[config.mk]
export PLATFORM = sky130hd
export DESIGN_NAME = seq_detector_prog_flat
export DESIGN_NICKNAME = d
export VERILOG_FILES = /design/src/rtl/seqdet_pkg.sv /design/src/rtl/seqdet_if.sv /design/src/rtl/seqdet_window.sv /design/src/rtl/seq_detector_prog.sv /design/src/flat_wrapper.sv
export SDC_FILE = /design/constraint.sdc
export NUM_CORES = 1
export LEC_CHECK = 0
export BUFFER_PORTS_ARGS = -buffer_cell sky130_fd_sc_hd__buf_2
export CORE_ASPECT_RATIO = 1.75
export CORE_MARGIN = 2
export CORE_UTILIZATION = 50
export CTS_CLUSTER_DIAMETER = 120
export CTS_CLUSTER_SIZE = 28
export DETAILED_ROUTE_END_ITERATION = 16
export PLACE_DENSITY = 0.72
export SKIP_CTS_REPAIR_TIMING = 1
export SYNTH_ARGS = -nofsm -noshare
export SYNTH_HDL_FRONTEND = slang
export SYNTH_SLANG_ARGS = --single-unit
[constraint.sdc]
create_clock -name clk -period 4.5 [get_ports clk]
set_input_delay 0.9 -clock clk [delete_from_list [all_inputs] [get_ports clk]]
set_output_delay 0.9 -clock clk [all_outputs]
set_load 0.02 [all_outputs]
[src/rtl/seqdet_pkg.sv]
// Shared defaults and helpers for the programmable sequence detector.
//   DEF_PATTERN / DEF_LEN : configuration loaded at reset
//   LEN_W                 : length-field width for the default MAX_LEN
//   len_mask()            : low-len-bits compare mask (len up to MASK_W)
package seqdet_pkg;

  localparam int unsigned MAX_LEN_DEF = 8;
  localparam int unsigned LEN_W       = $clog2(MAX_LEN_DEF + 1);
  localparam int unsigned MASK_W      = 32;

  localparam logic [MAX_LEN_DEF-1:0] DEF_PATTERN = 8'b0000_1011;
  localparam int unsigned            DEF_LEN     = 4;

  // Ones in bits [len-1:0]; saturates to all-ones once len reaches MASK_W.
  function automatic logic [MASK_W-1:0] len_mask(input logic [31:0] len);
    if (len >= 32'(MASK_W)) return '1;
    return (MASK_W'(1) << len) - MASK_W'(1);
  endfunction

endpackage

[src/rtl/seqdet_if.sv]
// Bus between a serial bit source/config master and the detector.
//   master : drives seq_in, in_valid, overlap_en, cfg_*, count_clr
//   slave  : drives det_out, det_count, cfg_err
interface seqdet_if #(
  parameter int unsigned MAX_LEN = 8,
  parameter int unsigned COUNT_W = 16
);
  localparam int unsigned LEN_W = $clog2(MAX_LEN + 1);

  logic               seq_in;
  logic               in_valid;
  logic               overlap_en;
  logic               cfg_load;
  logic [MAX_LEN-1:0] cfg_pattern;
  logic [LEN_W-1:0]   cfg_len;
  logic               count_clr;
  logic               det_out;
  logic [COUNT_W-1:0] det_count;
  logic               cfg_err;

  modport master (
    output seq_in, in_valid, overlap_en, cfg_load, cfg_pattern, cfg_len, count_clr,
    input  det_out, det_count, cfg_err
  );

  modport slave (
    input  seq_in, in_valid, overlap_en, cfg_load, cfg_pattern, cfg_len, count_clr,
    output det_out, det_count, cfg_err
  );
endinterface

[src/rtl/seqdet_window.sv]
// Combinational window compare: does {hist, seq_in} end in the len-bit
// pattern, with enough valid history (fill) to make the match real.
//   hist, seq_in    : held history and the incoming bit
//   pattern, len    : active configuration
//   fill            : number of valid bits in hist
//   match           : window matches (caller qualifies with bit acceptance)
module seqdet_window
  import seqdet_pkg::*;
#(
  parameter int unsigned MAX_LEN = 8,
  parameter int unsigned LEN_W   = $clog2(MAX_LEN + 1)
) (
  input  logic [MAX_LEN-1:0] hist,
  input  logic               seq_in,
  input  logic [MAX_LEN-1:0] pattern,
  input  logic [LEN_W-1:0]   len,
  input  logic [LEN_W-1:0]   fill,
  output logic               match
);

  logic [MAX_LEN:0] window;
  logic [MAX_LEN:0] mask;
  logic             fill_ok;

  always_comb begin
    window  = {hist, seq_in};
    // Top window bit is never part of a pattern, so its mask bit stays clear.
    mask    = (MAX_LEN + 1)'(len_mask(32'(len)));
    fill_ok = ({1'b0, fill} + (LEN_W + 1)'(1)) >= {1'b0, len};
    match   = fill_ok && (((window ^ {1'b0, pattern}) & mask) == '0);
  end

endmodule

[src/rtl/seq_detector_prog.sv]
// Run-time programmable serial pattern detector with registered detect
// pulse, saturating detection counter and config-reject pulse.
//   clk, reset_n : clock, async active-low reset
//   bus (slave)  : serial input, config load, count clear, detect outputs
module seq_detector_prog #(
  parameter int unsigned        MAX_LEN     = 8,
  parameter int unsigned        COUNT_W     = 16,
  parameter logic [MAX_LEN-1:0] DEF_PATTERN = MAX_LEN'(seqdet_pkg::DEF_PATTERN),
  parameter int unsigned        DEF_LEN     = seqdet_pkg::DEF_LEN
) (
  input  logic     clk,
  input  logic     reset_n,
  seqdet_if.slave  bus
);

  localparam int unsigned LEN_W = $clog2(MAX_LEN + 1);

  logic [MAX_LEN-1:0] hist,    hist_nxt;
  logic [LEN_W-1:0]   fill,    fill_nxt;
  logic [MAX_LEN-1:0] pattern, pattern_nxt;
  logic [LEN_W-1:0]   len,     len_nxt;
  logic [COUNT_W-1:0] count,   count_nxt;
  logic               det_q,   cfg_err_q, cfg_err_nxt;
  logic               win_match, hit_c, cfg_ok_c;

  seqdet_window #(.MAX_LEN(MAX_LEN), .LEN_W(LEN_W)) u_window (
    .hist    (hist),
    .seq_in  (bus.seq_in),
    .pattern (pattern),
    .len     (len),
    .fill    (fill),
    .match   (win_match)
  );

  // Next-state: config load wins over data; counter clear wins over increment.
  always_comb begin
    hist_nxt    = hist;
    fill_nxt    = fill;
    pattern_nxt = pattern;
    len_nxt     = len;
    count_nxt   = count;
    cfg_err_nxt = 1'b0;
    hit_c       = 1'b0;
    cfg_ok_c    = (bus.cfg_len != '0) && (bus.cfg_len <= LEN_W'(MAX_LEN));

    if (bus.cfg_load) begin
      if (cfg_ok_c) begin
        pattern_nxt = bus.cfg_pattern;
        len_nxt     = bus.cfg_len;
        fill_nxt    = '0;
      end else begin
        cfg_err_nxt = 1'b1;
      end
    end else if (bus.in_valid) begin
      hit_c    = win_match;
      hist_nxt = {hist[MAX_LEN-2:0], bus.seq_in};
      // Non-overlap restarts the fill so the next match needs len fresh bits.
      if (hit_c && !bus.overlap_en) fill_nxt = '0;
      else if (fill != LEN_W'(MAX_LEN)) fill_nxt = fill + LEN_W'(1);
    end

    if (bus.count_clr) count_nxt = '0;
    else if (hit_c && (count != '1)) count_nxt = count + COUNT_W'(1);
  end

  // State and output registers.
  always_ff @(posedge clk or negedge reset_n) begin
    if (!reset_n) begin
      hist      <= '0;
      fill      <= '0;
      pattern   <= DEF_PATTERN;
      len       <= LEN_W'(DEF_LEN);
      count     <= '0;
      det_q     <= 1'b0;
      cfg_err_q <= 1'b0;
    end else begin
      hist      <= hist_nxt;
      fill      <= fill_nxt;
      pattern   <= pattern_nxt;
      len       <= len_nxt;
      count     <= count_nxt;
      det_q     <= hit_c;
      cfg_err_q <= cfg_err_nxt;
    end
  end

  assign bus.det_out   = det_q;
  assign bus.det_count = count;
  assign bus.cfg_err   = cfg_err_q;

endmodule

[src/flat_wrapper.sv]
// flat-port wrapper written by rule: the top's interface ports become plain ports
module seq_detector_prog_flat 
#(
  parameter int unsigned        MAX_LEN     = 8,
  parameter int unsigned        COUNT_W     = 16,
  parameter logic [MAX_LEN-1:0] DEF_PATTERN = MAX_LEN'(seqdet_pkg::DEF_PATTERN),
  parameter int unsigned        DEF_LEN     = seqdet_pkg::DEF_LEN
)
  (clk, reset_n, bus_seq_in, bus_in_valid, bus_overlap_en, bus_cfg_load, bus_cfg_pattern, bus_cfg_len, bus_count_clr, bus_det_out, bus_det_count, bus_cfg_err);
  seqdet_if #(.MAX_LEN(MAX_LEN), .COUNT_W(COUNT_W)) bus_i ();
  input  logic clk;
  input  logic reset_n;
  input wire logic [$bits(bus_i.seq_in)-1:0] bus_seq_in;
  input wire logic [$bits(bus_i.in_valid)-1:0] bus_in_valid;
  input wire logic [$bits(bus_i.overlap_en)-1:0] bus_overlap_en;
  input wire logic [$bits(bus_i.cfg_load)-1:0] bus_cfg_load;
  input wire logic [$bits(bus_i.cfg_pattern)-1:0] bus_cfg_pattern;
  input wire logic [$bits(bus_i.cfg_len)-1:0] bus_cfg_len;
  input wire logic [$bits(bus_i.count_clr)-1:0] bus_count_clr;
  output wire logic [$bits(bus_i.det_out)-1:0] bus_det_out;
  output wire logic [$bits(bus_i.det_count)-1:0] bus_det_count;
  output wire logic [$bits(bus_i.cfg_err)-1:0] bus_cfg_err;
  assign bus_i.seq_in = bus_seq_in;
  assign bus_i.in_valid = bus_in_valid;
  assign bus_i.overlap_en = bus_overlap_en;
  assign bus_i.cfg_load = bus_cfg_load;
  assign bus_i.cfg_pattern = bus_cfg_pattern;
  assign bus_i.cfg_len = bus_cfg_len;
  assign bus_i.count_clr = bus_count_clr;
  assign bus_det_out = bus_i.det_out;
  assign bus_det_count = bus_i.det_count;
  assign bus_cfg_err = bus_i.cfg_err;
  seq_detector_prog #(.MAX_LEN(MAX_LEN), .COUNT_W(COUNT_W), .DEF_PATTERN(DEF_PATTERN), .DEF_LEN(DEF_LEN)) u_core (.clk(clk), .reset_n(reset_n), .bus(bus_i));
endmodule
==> results of run 1 <==
[power by group]
part	total [mW]	leakage (nW)	internal, mW	switching [mW]
clock network	0.254	0.0482	0.124	0.130
logic	0.217	0.679	0.0966	0.120
registers	0.464	0.547	0.421	0.0428
[through the flow]
step                      instance area, µm²  hold WS (ns)  worst slack [ns]  power [mW]  utilization, %
final                                   2640         0.520              1.14       0.934            57.1
after CTS                               2640         0.521              1.17       0.944            57.1
after global routing                    2640         0.555             0.894       0.996            57.1
after detailed placement                2550         0.501              1.18       0.687            55.1
after floorplan                         2360         0.469              1.26       0.629               -
after global placement                  2550         0.492              1.28       0.681            55.1
[synth_stat cells]
| library cell | number |
|---|---|
| and2_1 | 1 |
| nand3_1 | 13 |
| nor4b_1 | 2 |
| o211ai_1 | 2 |
| nand2b_1 | 4 |
| a311oi_1 | 1 |
| a31oi_1 | 1 |
| a31o_2 | 1 |
| o21ai_0 | 9 |
| nor2b_1 | 9 |
| dfrtp_1 | 38 |
| buf_4 | 1 |
| inv_1 | 6 |
| a22o_1 | 3 |
| mux2_2 | 18 |
| and3_1 | 9 |
| o221ai_2 | 1 |
| nor2_1 | 17 |
| or3_1 | 6 |
| nand2_2 | 1 |
| a211oi_1 | 2 |
| nand4_1 | 5 |
| ha_1 | 8 |
| or4b_4 | 1 |
| nand3b_1 | 1 |
| buf_2 | 1 |
| o31ai_1 | 2 |
| mux2i_1 | 2 |
| or4_4 | 1 |
| clkbuf_1 | 6 |
| dfstp_2 | 4 |
| nor3_1 | 6 |
| buf_6 | 2 |
| xor2_1 | 9 |
| o21a_1 | 1 |
| o2111ai_1 | 1 |
| xnor2_1 | 6 |
| nand2_1 | 32 |
| buf_1 | 1 |
| a21oi_1 | 10 |
[how the worst max path moves through the flow]
stage	slack [ns]	endpoint	cells past startpoint	from
final	1.14	u_core.bus.det_count[9]$_DFFE_PN0P_	8	u_core.len[3]$_DFFE_PN0P_
after global routing	0.89	u_core.bus.det_count[9]$_DFFE_PN0P_	8	u_core.len[3]$_DFFE_PN0P_
after CTS	1.17	u_core.bus.det_count[9]$_DFFE_PN0P_	8	u_core.len[3]$_DFFE_PN0P_
after detailed placement	1.18	u_core.bus.det_count[9]$_DFFE_PN0P_	8	u_core.len[3]$_DFFE_PN0P_
after global placement	1.28	u_core.bus.det_count[9]$_DFFE_PN0P_	8	u_core.len[3]$_DFFE_PN0P_
after floorplan	1.26	u_core.bus.det_count[7]$_DFFE_PN0P_	12	u_core.len[0]$_DFFE_PN0P_
[critical path: cells and delay by family (launching register included)]
kind | cells | cell delay (ns)
mux | 1 | 0.33
simple gates | 4 | 1.77
flops | 1 | 0.49
compound gates | 2 | 0.33
fa+ha+maj | 1 | 0.32
[registers in the layout, summed over array words and instances (netlist names)]
register	cells
u_core.bus.cfg_err	1
u_core.bus.det_count	16
u_core.bus.det_out	1
u_core.fill	4
u_core.hist	8
u_core.len	4
u_core.pattern	8
[layout by cell type (no fill, tap or decap), drive strengths merged, types with 10 or more instances in the layout]
cell    n
a21oi  10
mux2   18
nand2  33
nor2   17
dfrtp  38
nand3  13
buf    36
[layout make-up]
type | instances | area (µm²)
fill | 444 | 1990
clock inverter | 1 | 5.00
sequential | 42 | 1060
tap | 52 | 65.1
multi-input combinational | 185 | 1220
clock buffer | 7 | 86.3
inverter | 6 | 22.5
timing repair buffer | 36 | 180
[kinds of logic (layout without fill, tap and decap cells)]
family / Yosys count / after routing
buffers and inverters: 17 / 50
and+or+nand+nor: 108 / 108
AOI/OAI and AO/OA: 34 / 34
adders and majority gates: 8 / 8
muxes: 20 / 20
xor gates and xnor gates: 15 / 15
DFF: 42 / 42
[routing by layer]
| metal | share of wire (%) | vias to the layer above |
|---|---|---|
| li1 | - | 915 |
| met1 | 39 | 919 |
| met2 | 56 | 36 |
| met3 | 2.8 | 10 |
| met4 | 2.3 | 0 |
| met5 | 0 | - |
==> qor.yml, run 1 <==
global_routing:
  use_met2_pct: 38.2
  grt_max_degree: 43
  grt_pass1_wl_mm: 8.64
  antenna_found_initial: 0
  grt_pass1_vias: 1904
  grt-ovfl-total: 0
  grt.busiest_layer: "met2"
  grt_use_met1_pct: 23.0
  grt_use_met3_pct: 3.56
  grt_usage_pct: 20.8
place:
  placed_cells: 321
  dpl.hpwl_mm: 3.78
  numPortBuffers: 36
  gp_congestion: 0.876
timing:
  hold_viol_final: 0
  relSlewSlack_pct: 38.2
  fin_setup_tns_ns: 0
  fin_skew_ns: 0.00381
  grt_setup_unrepaired: "no"
  fmax_mhz: 298
  worst_slew_pin_slew_ns: 0.927
  period_share_pct: 74.6
  setup_violations: 0
  maxSlewViolCount: 0
  fin_crit_ns: 3.36
die:
  die_area_um2: 5310
  rows: 33
  core_um2: 4620
  die_w_um: 56.0
  start_util_pct: 51.1
  die_height_um: 95.0
  io_pins: 37
outcome:
  status: "finished, final reports clean"
drt:
  wire_per_inst_um: 15.5
  final_antenna_net_count: 0
  drtIter0Drc: 56
  routed_via_density: 5.71
  via_count: 1880
  route.detailed.drc: 0
  wl_mm: 5.11
  drt_first_pass_iters: 4
hold_path:
  whs_endpoint: "u_core.hist[5]$_DFFE_PN0P_"
  whs_path_depth: 2
  hp-start: "u_core.hist[4]$_DFFE_PN0P_"
  min_path_type: "reg2reg"
critical_path:
  crit_path_start_kind: "register"
  path_class: "reg2reg"
  cp_cell_sequence: "or4_4 > ha_1 > a21oi_1 > o221ai_2 > or3_1 > nor4b_1 > and3_1 > mux2_2"
  critPathSlowestCell: "or4_4"
  worst_r2r_path_depth: 8
  arrival_ns: 3.54
  cp_data_required_time_ns: 4.68
  path_max_fanout: 10
  r2r-end: "u_core.bus.det_count[9]$_DFFE_PN0P_"
  rrSetupSlack_ns: 1.14
  endpoint_kind: "register"
  worstReg2RegStart: "u_core.len[3]$_DFFE_PN0P_"
  cp_slowest_stage_delay_ns: 0.56
synth:
  synthMuxAreaShare_pct: 9.42
  yosys.area_share.simple_pct: 23.2
  synth_fa_ha_area_share_pct: 4.24
  syn_inst: 244
  synth_compound_area_share_pct: 9.37
  synth.top_cells.by_area: "dfrtp_1, mux2_2, nand2_1, dfstp_2, ha_1"
  synth_area_um2: 2360
  syn_area_per_cell_um2: 9.69
  synth_cell_type_count: 40
  synthesis.nets: 271
  synth_top_cell_by_area: "dfrtp_1"
  ys_seq_area_share_pct: 44.7
  synth_top_area_share_pct: 40.2
  ys_warn_count: 0
  synth_seq_cells: 42
  synth_xor_area_share_pct: 5.56
  synth_top_family_by_area: "simple AND/OR/NAND/NOR gates"
clock_tree:
  cts_buffers: 5
  htree_levels: 2
  path_clk_slew_ns: 0.08
  clkLatencyLatePin_ns: 0.29
  cts_tree: "yes"
  clkSinkCount: 42
  clock_path_buffers: 2
  cts_root_buf: "clkbuf_8"
finish:
  nets: 303
  drive_above_1_share_pct: 25.3
  area_growth_pct: 11.6
  antenna_cells: 0
  stdcell_count: 329
power_and_ir_drop:
  ir_worst_vdd_v: 0.000273
  p_leak_nw: 1.27
  powerDensity_nw_per_um2: 354
run:
  drv_cap: 0
(Power assumes the default switching activity.)
==> run 2: changes to the inputs <==
PLACE_DENSITY = 0.75   (was 0.72)
clock period = 2.8 ns   (was 4.5 ns; I/O delays follow)
==> run 2 against run 1 <==
The flow now finishes with violations (negative setup slack). Via count grew 4.7%. Highest routed layer unchanged. Sequential share of layout area shrank 3.4 points. Setup slack lost 1.3 ns. Largest power group unchanged. Non-clock buffer count grew 19. Cell count grew 6.1%. Combinational power grew 110%. Sequential power grew 59%. Sequential cell count is the same. Fmax grew 15%.
==> qor.yml, run 2 (same netlist as run 1, synthesis figures left out) <==
die:
  start_util_pct: 51.1  # unchanged
  io_pins: 37  # unchanged
  rows: 33  # unchanged
  core_um2: 4620  # unchanged
  die_area_um2: 5310  # unchanged
  die_w_um: 56.0  # unchanged
  die_height_um: 95.0  # unchanged
critical_path:
  cp_slowest_stage_delay_ns: 0.59  # +0.03 ns
  crit_path_start_kind: "register"
  arrival_ns: 3.14  # -0.40 ns
  worst_r2r_path_depth: 8  # unchanged
  worstReg2RegStart: "u_core.len[2]$_DFFE_PN1P_"
  path_class: "reg2reg"
  cp_cell_sequence: "or4_4 > ha_4 > mux2i_1 > o221ai_2 > or3_4 > or4b_4 > or3_4 > a21oi_2"
  r2r-end: "u_core.bus.det_count[5]$_DFFE_PN0P_"
  crit_family: "simple AND/OR/NAND/NOR gates"
  endpoint_kind: "register"
  cp_data_required_time_ns: 3.02  # -1.66 ns
  path_max_fanout: 6  # -4
  critPathSlowestCell: "or4b_4"
  rrSetupSlack_ns: -0.11  # -1.26 ns
  path_buf_inv: 0  # unchanged
  cp_common_cell: "or3_4"
power_and_ir_drop:
  p_leak_nw: 1.39  # +9.3%
  power_frac_comb_pct: 27.5  # +4.3 points
  internal_power_mw: 1.16  # +81%
  clkPwrFrac_pct: 28.2  # +1.1 points
  swShare_pct: 30.0  # -1.3 points
  ir_worst_vdd_v: 0.000504  # +85%
  powerDensity_nw_per_um2: 576  # +63%
  p_switching_mw: 0.498  # +70%
  share_seq_of_total_power_pct: 44.3  # -5.4 points
global_routing:
  grt_use_met3_pct: 3.01  # -0.55 points
  grt.busiest_layer: "met2"
  grt_use_met1_pct: 23.4  # +0.38 points
  grt_pass1_wl_mm: 8.65  # +0.16%
  grt_usage_pct: 20.3  # -0.46 points
  grt_pass1_vias: 1935  # +1.6%
  use_met2_pct: 37.3  # -0.98 points
  grt_max_degree: 43  # unchanged
  grt-ovfl-total: 0  # unchanged
  antenna_found_initial: 0  # unchanged
timing:
  relSlewSlack_pct: 37.9  # -0.28 points
  hold_viol_final: 0  # unchanged
  fin_skew_ns: 0.00738  # +0.00357 ns
  grt_setup_unrepaired: "yes"
  setup_slack_ns: -0.115  # -1.26 ns
  worst_slew_pin_slew_ns: 0.931  # +0.00418 ns
  fin_crit_ns: 2.91  # -0.444 ns
  hold-worst-slack_ns: 0.403  # -0.117 ns
  period_share_pct: 104  # +29 points
  fmax_mhz: 343  # +15%
  maxSlewViolCount: 0  # unchanged
  setup_violations: 10  # +10
clock_tree:
  cts_root_buf: "clkbuf_8"
  clock_path_buffers: 2  # unchanged
  cts_tree: "yes"
  path_clk_slew_ns: 0.08  # about the same
  cts_buffers: 5  # unchanged
  clkLatencyLatePin_ns: 0.29  # about the same
  htree_levels: 2  # unchanged
  clkSinkCount: 42  # unchanged
hold_path:
  min_path_type: "in2async"
run:
  drv_cap: 0  # unchanged
finish:
  area_growth_pct: 22.0
  largest_register_ffs: 16  # unchanged
  layout_common_cells: "dfrtp_1, buf_2, nand2_1"
  nets: 323  # +6.6%
  drive_above_1_share_pct: 34.0  # +8.7 points
  final_common_cell: "dfrtp_1"
  antenna_cells: 0  # unchanged
  utilization_pct: 62.3  # +5.3 points
drt:
  wire_per_inst_um: 15.1  # -2.9%
  final_antenna_net_count: 0  # unchanged
  via_count: 1968  # +4.7%
  drt_first_pass_iters: 4  # unchanged
  drtIter0Drc: 38  # -32%
  wl_mm: 5.27  # +3.1%
  routed_via_density: 5.64  # -1.3%
  route.detailed.drc: 0  # unchanged
place:
  gp_congestion: 0.862  # -1.7%
  numPortBuffers: 36  # unchanged
  dpl.hpwl_mm: 3.88  # +2.7%
outcome:
  violations: "negative setup slack"
  status: "finished, violations left"
run 2: power by group through the flow:
stage | combinational, mW | sequential [mW] | clock (mW)
final | 0.456 | 0.736 | 0.469
after global routing | 0.511 | 0.746 | 0.498
after CTS | 0.421 | 0.736 | 0.479
after detailed placement | 0.419 | 0.747 | 0
after global placement | 0.406 | 0.744 | 0
after floorplan | 0.301 | 0.735 | 0
run 2: final cells by class:
type                            count  area, µm²
Sequential cell                    42       1060
Clock inverter                      1       30.0
Fill cell                         405       1740
Multi-Input combinational cell    186       1310
Clock buffer                        7       76.3
Timing Repair Buffer               55        327
Inverter                            6       22.5
Tap cell                           52       65.1
run 2: per-layer routing:
layer / share of wire (%) / vias up / routed length, µm
met5: 0 / - / 0
met4: 1.9 / 0 / 99
met3: 3.2 / 9 / 168
met2: 55 / 40 / 2900
met1: 40 / 955 / 2100
li1: - / 964 / -
run 2: how the worst max path moves through the flow:
stage / to / cells past startpoint / start / slack, ns
2_1_floorplan: u_core.bus.det_count[7]$_DFFE_PN0P_ / 12 / u_core.len[0]$_DFFE_PN0P_ / -0.35
3_3_place_gp: u_core.bus.det_count[9]$_DFFE_PN0P_ / 9 / u_core.len[2]$_DFFE_PN1P_ / -0.04
3_5_place_dp: u_core.bus.det_count[7]$_DFFE_PN0P_ / 8 / u_core.len[2]$_DFFE_PN1P_ / -0.06
4_1_cts: u_core.bus.det_count[9]$_DFFE_PN0P_ / 9 / u_core.len[2]$_DFFE_PN1P_ / -0.09
5_1_grt: u_core.fill[0]$_DFFE_PN0P_ / 11 / u_core.fill[0]$_DFFE_PN0P_ / -0.24
6_report: u_core.bus.det_count[5]$_DFFE_PN0P_ / 8 / u_core.len[2]$_DFFE_PN1P_ / -0.11
run 2: worst reg2reg max path, stage by stage (launching register included):
cell      delay (ns)
dfstp_2         0.39
or4_4           0.56
ha_4            0.21
mux2i_1         0.16
o221ai_2        0.11
or3_4           0.37
or4b_4          0.59
or3_4           0.35
a21oi_2         0.12
run 2: per-stage QoR:
stage	setup slack (ns)	total power [mW]	instances	cell area (µm²)	setup TNS, ns
final	-0.115	1.66	349	2880	-0.699
after global routing	-0.243	1.76	349	2880	-2.53
after CTS	-0.0859	1.64	348	2810	-0.606
after detailed placement	-0.0633	1.17	340	2700	-0.392
after global placement	-0.0380	1.15	340	2700	-0.0444
after floorplan	-0.348	1.04	244	2410	-2.34
